File: config.mk
export PLATFORM = sky130hd
export DESIGN_NAME = mem_stream_reader_flat
export DESIGN_NICKNAME = d
export VERILOG_FILES = /design/src/rtl/mem_stream_reader_if.sv /design/src/rtl/mem_stream_reader.sv /design/src/flat_wrapper.sv
export SDC_FILE = /design/constraint.sdc
export NUM_CORES = 1
export LEC_CHECK = 0
export ABC_AREA = 0
export CORE_MARGIN = 4
export CORE_UTILIZATION = 37
export DETAILED_ROUTE_END_ITERATION = 10
export MAX_ROUTING_LAYER = met4
export SETUP_SLACK_MARGIN = 0.4
export SLEW_MARGIN = 20
export SYNTH_ARGS = -nofsm -noshare
export SYNTH_HDL_FRONTEND = slang
export SYNTH_SLANG_ARGS = --single-unit
File: constraint.sdc
create_clock -name clk -period 3.6 [get_ports clk]
set_clock_uncertainty 0.05 [all_clocks]
set_input_delay 0.36 -clock clk [delete_from_list [all_inputs] [get_ports clk]]
set_output_delay 0.36 -clock clk [all_outputs]
set_load 0.01 [all_outputs]
File: src/rtl/mem_stream_reader_if.sv
// mem_stream_reader_if: command, memory-port and stream signals of mem_stream_reader.
// MEM_STREAM_READER_LAST_EN adds out_last to the stream.
interface mem_stream_reader_if #(
    parameter int DEPTH    = 8,
    parameter int BIT_SIZE = 16
);
    logic                start;
    logic [DEPTH-1:0]    base_addr;
    logic [DEPTH:0]      length;
    logic                busy;
    logic                done;
    logic [DEPTH-1:0]    read_addr;
    logic [BIT_SIZE-1:0] mem_data;
    logic                out_valid;
    logic                out_ready;
    logic [BIT_SIZE-1:0] out_data;
`ifdef MEM_STREAM_READER_LAST_EN
    logic                out_last;
`endif

    modport master (
        input  start, base_addr, length, mem_data, out_ready,
        output busy, done, read_addr, out_valid, out_data
`ifdef MEM_STREAM_READER_LAST_EN
        , output out_last
`endif
    );

    modport slave (
        output start, base_addr, length, mem_data, out_ready,
        input  busy, done, read_addr, out_valid, out_data
`ifdef MEM_STREAM_READER_LAST_EN
        , input out_last
`endif
    );
endinterface

File: src/rtl/mem_stream_reader.sv
// mem_stream_reader: burst read sequencer for a synchronous-read memory, streaming words through a 2-entry skid FIFO.
// MEM_STREAM_READER_LAST_EN adds out_last, tagging the final word of each burst.
module mem_stream_reader #(
    parameter int DEPTH    = 8,
    parameter int BIT_SIZE = 16
) (
    input logic                 clk,
    input logic                 reset,
    mem_stream_reader_if.master bus
);
    typedef enum logic [1:0] {IDLE, READ, DRAIN, DONE} state_t;

    state_t              state_q, state_d;
    logic [DEPTH-1:0]    addr_q, addr_d;
    logic [DEPTH:0]      remaining_q, remaining_d;
    logic                inflight_q, inflight_d;
    logic [1:0]          count_q, count_d;
    logic [BIT_SIZE-1:0] data0_q, data0_d, data1_q, data1_d;
    logic                busy_q, busy_d, done_q, done_d;
    logic                pop, issue;
    logic [1:0]          wr_idx;
    logic [2:0]          occ;
`ifdef MEM_STREAM_READER_LAST_EN
    logic                tag_q, tag_d, last0_q, last0_d, last1_q, last1_d;
`endif

    always_comb begin
        pop         = (count_q != 2'd0) && bus.out_ready;
        wr_idx      = count_q - {1'b0, pop};
        occ         = {1'b0, count_q} + {2'b0, inflight_q} - {2'b0, pop};
        issue       = (state_q == READ) && (remaining_q != '0) && (occ < 3'd2);
        inflight_d  = issue;
        count_d     = count_q + {1'b0, inflight_q} - {1'b0, pop};
        // The word returning from memory lands in the first free slot after this cycle's pop shift.
        data0_d     = (inflight_q && wr_idx == 2'd0) ? bus.mem_data : pop ? data1_q : data0_q;
        data1_d     = (inflight_q && wr_idx != 2'd0) ? bus.mem_data : data1_q;
`ifdef MEM_STREAM_READER_LAST_EN
        tag_d       = issue ? (remaining_q == (DEPTH+1)'(1)) : tag_q;
        last0_d     = (inflight_q && wr_idx == 2'd0) ? tag_q : pop ? last1_q : last0_q;
        last1_d     = (inflight_q && wr_idx != 2'd0) ? tag_q : last1_q;
`endif
        state_d     = state_q;
        addr_d      = issue ? addr_q + DEPTH'(1) : addr_q;
        remaining_d = issue ? remaining_q - (DEPTH+1)'(1) : remaining_q;
        case (state_q)
            IDLE: if (bus.start) begin
                addr_d      = bus.base_addr;
                remaining_d = bus.length;
                state_d     = (bus.length != '0) ? READ : DONE;
            end
            READ:  state_d = (issue && remaining_q == (DEPTH+1)'(1)) ? DRAIN : READ;
            DRAIN: state_d = (!inflight_q && wr_idx == 2'd0) ? DONE : DRAIN;
            DONE:  state_d = IDLE;
        endcase
        busy_d      = state_d != IDLE;
        done_d      = state_d == DONE;
    end

    always_ff @(posedge clk) begin
        if (reset) begin
            state_q     <= IDLE;
            addr_q      <= '0;
            remaining_q <= '0;
            inflight_q  <= 1'b0;
            count_q     <= 2'd0;
            data0_q     <= '0;
            data1_q     <= '0;
            busy_q      <= 1'b0;
            done_q      <= 1'b0;
`ifdef MEM_STREAM_READER_LAST_EN
            tag_q       <= 1'b0;
            last0_q     <= 1'b0;
            last1_q     <= 1'b0;
`endif
        end else begin
            state_q     <= state_d;
            addr_q      <= addr_d;
            remaining_q <= remaining_d;
            inflight_q  <= inflight_d;
            count_q     <= count_d;
            data0_q     <= data0_d;
            data1_q     <= data1_d;
            busy_q      <= busy_d;
            done_q      <= done_d;
`ifdef MEM_STREAM_READER_LAST_EN
            tag_q       <= tag_d;
            last0_q     <= last0_d;
            last1_q     <= last1_d;
`endif
        end
    end

    assign bus.read_addr = addr_q;
    assign bus.out_valid = count_q != 2'd0;
    assign bus.out_data  = data0_q;
    assign bus.busy      = busy_q;
    assign bus.done      = done_q;
`ifdef MEM_STREAM_READER_LAST_EN
    assign bus.out_last  = last0_q && (count_q != 2'd0);
`endif
endmodule

File: src/flat_wrapper.sv
// flat-port wrapper written by rule: the top's interface ports become plain ports
module mem_stream_reader_flat 
#(
    parameter int DEPTH    = 8,
    parameter int BIT_SIZE = 16
)
  (clk, reset, bus_start, bus_base_addr, bus_length, bus_mem_data, bus_out_ready, bus_busy, bus_done, bus_read_addr, bus_out_valid, bus_out_data);
  mem_stream_reader_if #(.DEPTH(DEPTH), .BIT_SIZE(BIT_SIZE)) bus_i ();
  input logic clk;
  input logic reset;
  input wire logic [$bits(bus_i.start)-1:0] bus_start;
  input wire logic [$bits(bus_i.base_addr)-1:0] bus_base_addr;
  input wire logic [$bits(bus_i.length)-1:0] bus_length;
  input wire logic [$bits(bus_i.mem_data)-1:0] bus_mem_data;
  input wire logic [$bits(bus_i.out_ready)-1:0] bus_out_ready;
  output wire logic [$bits(bus_i.busy)-1:0] bus_busy;
  output wire logic [$bits(bus_i.done)-1:0] bus_done;
  output wire logic [$bits(bus_i.read_addr)-1:0] bus_read_addr;
  output wire logic [$bits(bus_i.out_valid)-1:0] bus_out_valid;
  output wire logic [$bits(bus_i.out_data)-1:0] bus_out_data;
  assign bus_i.start = bus_start;
  assign bus_i.base_addr = bus_base_addr;
  assign bus_i.length = bus_length;
  assign bus_i.mem_data = bus_mem_data;
  assign bus_i.out_ready = bus_out_ready;
  assign bus_busy = bus_i.busy;
  assign bus_done = bus_i.done;
  assign bus_read_addr = bus_i.read_addr;
  assign bus_out_valid = bus_i.out_valid;
  assign bus_out_data = bus_i.out_data;
  mem_stream_reader #(.DEPTH(DEPTH), .BIT_SIZE(BIT_SIZE)) u_core (.clk(clk), .reset(reset), .bus(bus_i));
endmodule
==> flow_metrics.tcl <==
set metrics [dict create \
    ys_types 40 \
    yosys_warnings 0 \
    r2r-start "u_core.count_q[1]" \
    ys_seq_area_share_pct 43.0 \
    dpl_cell_area_sq_mm 0.00332 \
    synth_ff_type "dfxtp_1" \
    clock_latency_ns 0.30 \
    yosysTopAreaCellShare_pct 43.0 \
    diodes 0 \
    synthTopCellsByArea "dfxtp_1 43%, a211oi_1 7.8%, mux2i_1 6.1%, nand2_1 5.9%, nor2_1 5.8%" \
    grt_max_degree 57 \
    critPathRequiredTime_ns 3.75 \
    finalSetupViolCount 0 \
    avgRoutedWirePerCell_um 13.1 \
    grt_first_pass_wirelength_um 10300 \
    relSlewSlack_pct 29.0 \
    r2r_end "u_core.remaining_q[7]" \
    ys_seq_elements 56 \
    wl_um 6000 \
    synthArstFlopShare_pct 0 \
    dr.first_iter.drc_count 104 \
    fillers 686 \
    netlist_instances 305 \
    clk_transition_reported_paths_ns 0.09 \
    cp-end-kind "register" \
    ioPinCount 64 \
    clock_sinks 56 \
    h-tree-depth 2 \
    hpwl_um 4130 \
    ir_drop_v 0.000245 \
    synth_top_cell_by_area "dfxtp_1" \
    gp_congestion 0.763 \
    grt_pass1_vias 2165 \
    hp-start "u_core.data1_q[5]" \
    cts_tree "built" \
    path_max_fanout 5 \
    grt_usage_pct 15.0 \
    die_w_um 92.0 \
    rrSetupSlack_ns 0.55 \
    antenna_found_initial 0 \
    syn_avg_cell_area_sq_um 8.55 \
    synth_area_sq_mm 0.00261 \
    critPathKind "register to register" \
    start_kind "register" \
    p_leak_nw 1.29 \
    cts_buffer_depth 2 \
    fin_nets 405 \
    die_area_sq_mm 0.00846 \
    hold_class "register to register" \
    hold_end "u_core.data1_q[5]" \
    r2r_cells 12 \
    io_buffers 63 \
    grt_overflow_total 0 \
    vias 2267 \
    multi_input_area_sq_mm 0.00140 \
    areaGrowthSynthToFinish_pct 31.1 \
    hold_buffers 0 \
    core_sq_mm 0.00683 \
    die_h_um 92.0 \
    fmax_mhz 328 \
    fin_crit_sh_pct 84.7 \
    crit_arrival_ns 3.20 \
    power_per_cell_area_mw_per_mm2 536 \
    synth_nets 349 \
    regArea_sq_mm 0.00112 \
    drive_above_1_share_pct 5.25 \
    outcome "complete, no violations" \
    drc 0 \
    worst_pin_slew_ns 1.06 \
    drtAntennaViolNets 0 \
    fin_area_sq_mm 0.00342 \
    synth_edf_count 0 \
    setup_tns_ns 0 \
    fp-row-count 30 \
    slew_violations 0 \
    firstDrtPassIters 4 \
    cts_setup_buffers 0 \
    fin_ws_ns 0.551 \
    viasPerCell 4.95 \
    clockRootBuffer "clkbuf_8" \
    max_cap_violations 0 \
    rsz0062_at_grt "no" \
    start_util_pct 38.2 \
    hold_violations 0 \
    layout_min_cycle_time_ns 3.05 \
    dp_slack_ns 0.231 \
    holdPathStages 2 \
    cts_made_buffers 5 \
]
[through the flow]
| step | cells | hold slack (ns) | power, mW | util [%] |
|---|---|---|---|---|
| 2_1_floorplan | 305 | 0.386 | 1.26 | - |
| 3_3_place_gp | 450 | 0.391 | 1.49 | 48.6 |
| 3_5_place_dp | 450 | 0.397 | 1.50 | 48.6 |
| 4_1_cts | 458 | 0.411 | 1.86 | 50.0 |
| 5_1_grt | 458 | 0.423 | 1.98 | 50.1 |
| 6_report | 458 | 0.409 | 1.84 | 50.1 |
[metal layers]
layer	track usage, %	share of wire, %	vias up
met4	3.34	0.52	0
li1	-	-	1185
met3	2.46	3.1	2
met5	-	0	-
met1	20.2	50	1043
met2	23.8	47	37
[layout by cell type, fill, tap and decap left out, types with 5 or more instances in the layout]
cell type	count
nand4_1	5
clkbuf_8	6
a211oi_1	27
clkdlybuf4s50_1	62
nand3_1	7
ha_1	5
a311oi_1	5
a21oi_1	21
mux2i_1	16
xor2_1	9
inv_1	9
nand2_1	41
nor2_1	40
dfxtp_1	55
[how the worst max path moves through the flow]
stage / start / to / slack, ns / depth (start not counted)
after floorplan: u_core.count_q[1] / u_core.bus.read_addr[7] / 0.40 / 14
after global placement: bus_out_ready / u_core.bus.read_addr[7] / 0.31 / 12
after detailed placement: bus_out_ready / u_core.bus.read_addr[7] / 0.23 / 12
after CTS: u_core.count_q[1] / u_core.bus.read_addr[4] / 0.46 / 12
after global routing: u_core.count_q[1] / u_core.bus.read_addr[7] / 0.41 / 12
final: u_core.count_q[1] / u_core.remaining_q[7] / 0.55 / 12
[sequential cells by signal, indices dropped and copies added, names as in the netlist]
| register | count |
|---|---|
| u_core.data1_q | 16 |
| u_core.bus.read_addr | 8 |
| u_core.remaining_q | 9 |
| u_core.bus.busy | 1 |
| u_core.inflight_q | 1 |
| u_core.count_q | 2 |
| u_core.bus.out_data | 16 |
| u_core.bus.done | 1 |
| u_core.state_q | 2 |
[synthesized netlist by cell type (3+ instances only)]
library cell / count
a211oi_1: 27
a21oi_1: 21
a311oi_1: 5
clkbuf_1: 13
dfxtp_1: 56
ha_1: 6
inv_1: 9
mux2i_1: 16
nand2_1: 41
nand3_1: 7
nand4_1: 5
nor2_1: 40
nor2b_1: 4
nor3_1: 4
nor4_1: 3
o21ai_0: 4
or3_1: 3
xnor2_1: 3
xor2_1: 9
[worst max-delay path, stage by stage, from the launching register on]
cell      delay (ns)
dfxtp_2         0.35
or2_2           0.35
nand2_8         0.07
inv_1           0.04
ha_1            0.26
inv_1           0.04
ha_2            0.16
fa_1            0.49
nor3b_2         0.21
nor2b_4         0.21
nand3_1         0.10
or4_1           0.41
a311oi_1        0.20
[layout make-up]
| class | instances | area share (%) |
|---|---|---|
| flip-flops and latches | 56 | 32.8 |
| clock inverters | 1 | 0.219 |
| inverters | 9 | 0.988 |
| multi-input cells | 223 | 41.0 |
| clock buffers | 7 | 2.52 |
| repair buffers | 66 | 18.9 |
| well taps | 96 | 3.51 |
[power by group]
group          internal, mW  total [mW]  switching [mW]  leakage [nW]
combinational         0.344       0.700           0.355         0.788
sequential            0.708       0.783          0.0752         0.458
clock                 0.157       0.352           0.195        0.0445
total                  1.21        1.84           0.626          1.29
[kinds of logic (layout without fill, tap and decap cells)]
kind of cell	Yosys count	after routing	share of synthesized area (%)
compound gates	61	61	15.4
xor+xnor	12	12	4.03
fa+ha+maj	7	7	3.65
buf+inv	26	83	4.08
flops	56	56	43.0
mux	16	16	6.14
simple gates	127	127	23.7
[what timing repair did]
action / in CTS / in global routing
gates resized for setup: 0 / 1
endpoints found under the setup margin: 0 / 6
hold endpoints to repair: 0 / 0
Note: power is estimated with default switching activity, not from simulation.
